File: src/rtl/id_scoreboard.sv
// Decode-stage register scoreboard: tracks pending writes, gates issue on RAW/WAW/capacity hazards
// and sequences a RUN/DRAIN/DRAINED pipeline drain. Optional stall counter: ID_SCOREBOARD_STALL_CNT_EN.
module id_scoreboard #(
  parameter int MAX_INFLIGHT = 4
) (
  input  logic        clk,
  input  logic        reset,
  input  logic        id_valid,
  input  logic [4:0]  id_ra,
  input  logic [4:0]  id_rb,
  input  logic [4:0]  id_rw,
  input  logic        id_uses_ra,
  input  logic        id_uses_rb,
  input  logic        id_writes,
  input  logic        ex_ready,
  input  logic        flush,
  input  logic        wb_we,
  input  logic [4:0]  wb_rw,
  input  logic        drain_req,
  output logic        issue,
  output logic        stall,
  output logic [31:0] busy,
  output logic [2:0]  inflight,
  output logic        drained,
  output logic        wb_err,
  output logic [15:0] stall_cnt
);

  localparam logic [2:0] MAX_CNT = 3'(MAX_INFLIGHT);

  typedef enum logic [1:0] {
    RUN     = 2'd0,
    DRAIN   = 2'd1,
    DRAINED = 2'd2
  } state_t;

  state_t      r_state;
  logic [31:0] r_busy;
  logic [2:0]  r_inflight;
  logic        r_wb_err;
  logic        r_drained;

  logic        w_hazard;
  logic        w_set;
  logic        w_retire;
  logic        w_bad_wb;
  logic [31:0] w_set_mask;
  logic [31:0] w_clr_mask;

  // Hazards look only at the registered scoreboard; a write-back in the same cycle is not bypassed.
  assign w_hazard = (id_uses_ra & r_busy[id_ra])
                  | (id_uses_rb & r_busy[id_rb])
                  | (id_writes  & r_busy[id_rw])
                  | (id_writes  & (r_inflight == MAX_CNT));

  assign issue = id_valid & ~w_hazard & ex_ready & ~flush & (r_state == RUN);
  assign stall = id_valid & ~issue;

  assign w_set      = issue & id_writes;
  assign w_retire   = wb_we & r_busy[wb_rw];
  assign w_bad_wb   = wb_we & ~r_busy[wb_rw];
  assign w_set_mask = w_set    ? (32'd1 << id_rw) : 32'd0;
  assign w_clr_mask = w_retire ? (32'd1 << wb_rw) : 32'd0;

  // NOTE: sequential state uses non-blocking assignments so every register samples pre-edge values.
  always_ff @(posedge clk or posedge reset) begin
    if (reset) begin
      r_busy     <= 32'd0;
      r_inflight <= 3'd0;
      r_wb_err   <= 1'b0;
    end else begin
      r_busy <= (r_busy & ~w_clr_mask) | w_set_mask;
      if (w_set && !w_retire && r_inflight != MAX_CNT)
        r_inflight <= r_inflight + 3'd1;
      else if (w_retire && !w_set && r_inflight != 3'd0)
        r_inflight <= r_inflight - 3'd1;
      if (w_bad_wb)
        r_wb_err <= 1'b1;
    end
  end

  // Drain sequencer; drained is registered alongside the state so it is glitch-free.
  always_ff @(posedge clk or posedge reset) begin
    if (reset) begin
      r_state   <= RUN;
      r_drained <= 1'b0;
    end else begin
      case (r_state)
        RUN: begin
          if (drain_req) r_state <= DRAIN;
          r_drained <= 1'b0;
        end
        DRAIN: begin
          if (!drain_req) begin
            r_state   <= RUN;
            r_drained <= 1'b0;
          end else if (r_inflight == 3'd0) begin
            r_state   <= DRAINED;
            r_drained <= 1'b1;
          end
        end
        DRAINED: begin
          if (!drain_req) begin
            r_state   <= RUN;
            r_drained <= 1'b0;
          end
        end
        default: begin
          r_state   <= RUN;
          r_drained <= 1'b0;
        end
      endcase
    end
  end

`ifdef ID_SCOREBOARD_STALL_CNT_EN
  logic [15:0] r_stall_cnt;

  always_ff @(posedge clk or posedge reset) begin
    if (reset)
      r_stall_cnt <= 16'd0;
    else if (stall && r_stall_cnt != 16'hFFFF)
      r_stall_cnt <= r_stall_cnt + 16'd1;
  end

  assign stall_cnt = r_stall_cnt;
`else
  assign stall_cnt = 16'd0;
`endif

  assign busy     = r_busy;
  assign inflight = r_inflight;
  assign drained  = r_drained;
  assign wb_err   = r_wb_err;

endmodule
File: config.mk
export PLATFORM = sky130hd
export DESIGN_NAME = id_scoreboard
export DESIGN_NICKNAME = d
export VERILOG_FILES = /design/src/rtl/id_scoreboard.sv
export SDC_FILE = /design/constraint.sdc
export NUM_CORES = 1
export LEC_CHECK = 0
export ABC_AREA = 1
export BUFFER_PORTS_ARGS = -buffer_cell sky130_fd_sc_hd__buf_2
export CORE_MARGIN = 3
export CORE_UTILIZATION = 59
export DETAILED_ROUTE_END_ITERATION = 10
export HOLD_SLACK_MARGIN = 0.15
export PLACE_DENSITY_LB_ADDON = 0.12
export SYNTH_ARGS = -nofsm -noshare
export SYNTH_HDL_FRONTEND = slang
export SYNTH_SLANG_ARGS = --single-unit
export TNS_END_PERCENT = 5
File: constraint.sdc
create_clock -name clk -period 4.8 [get_ports clk]
set_input_delay 0.96 -clock clk [delete_from_list [all_inputs] [get_ports clk]]
set_output_delay 0.96 -clock clk [all_outputs]
set_load 0.01 [all_outputs]
==> results.toml <==
[sta]
fmax_mhz = 282
tns_ps = 0
rsz0062_at_grt = "false"
finalHoldViolCount = 0
setup_violations = 0
worstMarginPinSlew_ps = 614
layout_min_cycle_time_ps = 3550
relSlewSlack = 0.587
period_share = 0.740
drv_slew = 0
finClkSkew_ps = 4.17

[clock_network]
path_clk_slew_ps = 80
cts_hold_buffers = 0
root_buffer = "clkbuf_8"
cts_resized = 0
cts_buffers = 5
cts_buffer_depth = 2
cts.sinks = 39
htreeDepth = 2
tritoncts = "built"
clock_latency_ps = 290
postCtsSetupRepairBufs = 0

[place]
place_congestion = 1.08
dpl.cell_count = 645
dpl.hpwl_um = 8830
portBuffers = 68

[pwr]
cellLeakagePower_nw = 1.76
p_total_uw = 923
ir_worst_vdd_uv = 282
power.density_nw_per_um2 = 245

[worst_setup_path]
cp-end-kind = "output pin"
reg2reg_slack_ps = 2100
cp-endpoint = "stall"
r2r-start = "busy[9]$_DFF_PP0_"
worstPathRequired_ps = 3840
start_kind = "input pin"
r2r.worst_path.cells = 16
arrival_ps = 2590
startpoint = "id_rw[4]"
worst-path-max-fanout = 18
r2r-end = "inflight[2]$_DFFE_PP0P_"
crit_type = "in -> out"

[finish]
syn_to_final_growth_pct = 7.55
diodes = 0
fillers = 555
drive_gt1_frac = 0.151
instances_no_fill = 653
nNetsFinal = 611
final_common_cell = "nand2_1"
final_cell_mix = "nand2_1 (161), nand3_1 (105), buf_2 (68)"

[die]
pin_count = 85
start_util = 0.624
die_area_um2 = 6890
die_w_um = 83
die_h_um = 83
core_um2 = 5610
placementRows = 27

[yosys]
syn_inst = 538
synth.top_cell.area_share = 0.279
avgSynthCellArea_um2 = 6.50
ys_ff_latch = 39
synth-edff-count = 0
ys_dominant_reg_cell = "dfrtp_1"
yosysSeqAreaShare = 0.279
yosys_warnings = 0
synth-async-reset-ratio = 1.00
yosysTopAreaCell = "dfrtp_1"
synthTopCellsByArea = "dfrtp_1 (28%), nand2_1 (17%), nand3_1 (15%)"
synth_area_um2 = 3500
synth.distinct_cells = 32

[worst_hold_path]
min_path_type = "reg -> reg"

[detailed_routing]
vias_per_cell = 6.28
ant_nets = 0
wirelength_um = 12100
wl_per_cell_um = 18.6
vias = 4099
drt_first_pass_iters = 5
drtIter0Drc = 410
drc = 0

[run_status]
status = "finished clean"

[global_route]
grt_pass1_wl_um = 19800
antenna_found_initial = 0
overflow = 0
grt_max_degree = 40
grt_usage = 0.353
grt_pass1_vias = 3888

[flow_run]
cap_violations = 0
cell usage after synthesis (2+ instances only):
library cell,instances
a21o_1,2
a21oi_1,9
buf_2,12
buf_4,17
buf_6,7
clkbuf_1,14
clkinv_1,3
dfrtp_1,39
inv_1,44
inv_2,3
nand2_1,161
nand3_1,105
nand4_1,2
nor2_1,11
nor2_2,2
nor3_1,2
o21ai_0,25
o21ai_1,5
o31ai_1,59
o41ai_1,4
worst min-delay path by stage:
stage,from,end,cells after the start
floorplan,r_state[1]$_DFFE_PP0P_,r_state[0]$_DFFE_PP0P_,1
global placement,wb_err$_DFFE_PP0P_,wb_err$_DFFE_PP0P_,1
detailed placement,wb_err$_DFFE_PP0P_,wb_err$_DFFE_PP0P_,1
CTS,wb_err$_DFFE_PP0P_,wb_err$_DFFE_PP0P_,1
global route,wb_err$_DFFE_PP0P_,wb_err$_DFFE_PP0P_,1
finish,wb_err$_DFFE_PP0P_,wb_err$_DFFE_PP0P_,1
layer usage:
layer	wire (µm)	global-route usage
met1	4840	0.467
met2	5400	0.563
met3	1300	0.0655
met4	601	0.158
met5	0	0
stage by stage:
stage | worst slack, ps | hold slack (ps) | util | cell area, µm²
final | 1250 | 469 | 0.671 | 3760
after global routing | 1070 | 506 | 0.671 | 3760
after CTS | 1270 | 466 | 0.671 | 3760
after detailed placement | 1270 | 448 | 0.656 | 3680
after global placement | 1260 | 437 | 0.656 | 3680
after floorplan | 1640 | 451 | - | 3550
critical path, cell delays in order:
cell and delay [ps]:
buf_2 330, clkinv_1 560, nand2_1 200, nand3_1 90, nand2_1 150, nand2_1 70, inv_1 60, nor2_1 30
buf_2 130
state kept, by name, summed over array words and instances (netlist names):
signal and flops:
drained 1, inflight 3, wb_err 1, busy 32
r_state 2
cells by family (layout without fill, tap and decap cells):
kind of cell	Yosys count	count (layout)	share of synthesized area
buffers and inverters	101	129	0.147
adders and majority gates	1	1	0.00572
AOI/OAI and AO/OA	108	108	0.208
DFF	39	39	0.279
and+or+nand+nor	288	288	0.359
other	1	16	0.00107
report_power, final:
group          total [mW]  internal, mW  switching [mW]
sequential          0.415         0.359          0.0561
combinational       0.296        0.0975           0.198
clock               0.212         0.102           0.110
total               0.923         0.559           0.365
final cells by class:
cell class	instances	area [µm²]	area share
timing repair buffer	70	355	0.0944
clock buffer	7	76.3	0.0203
clock inverter	1	5.00	0.00133
multi-input combinational	413	2070	0.549
sequential	39	976	0.259
tap	72	90.1	0.0239
inverter	51	194	0.0515
No activity file was read; power rests on OpenSTA's default activity.
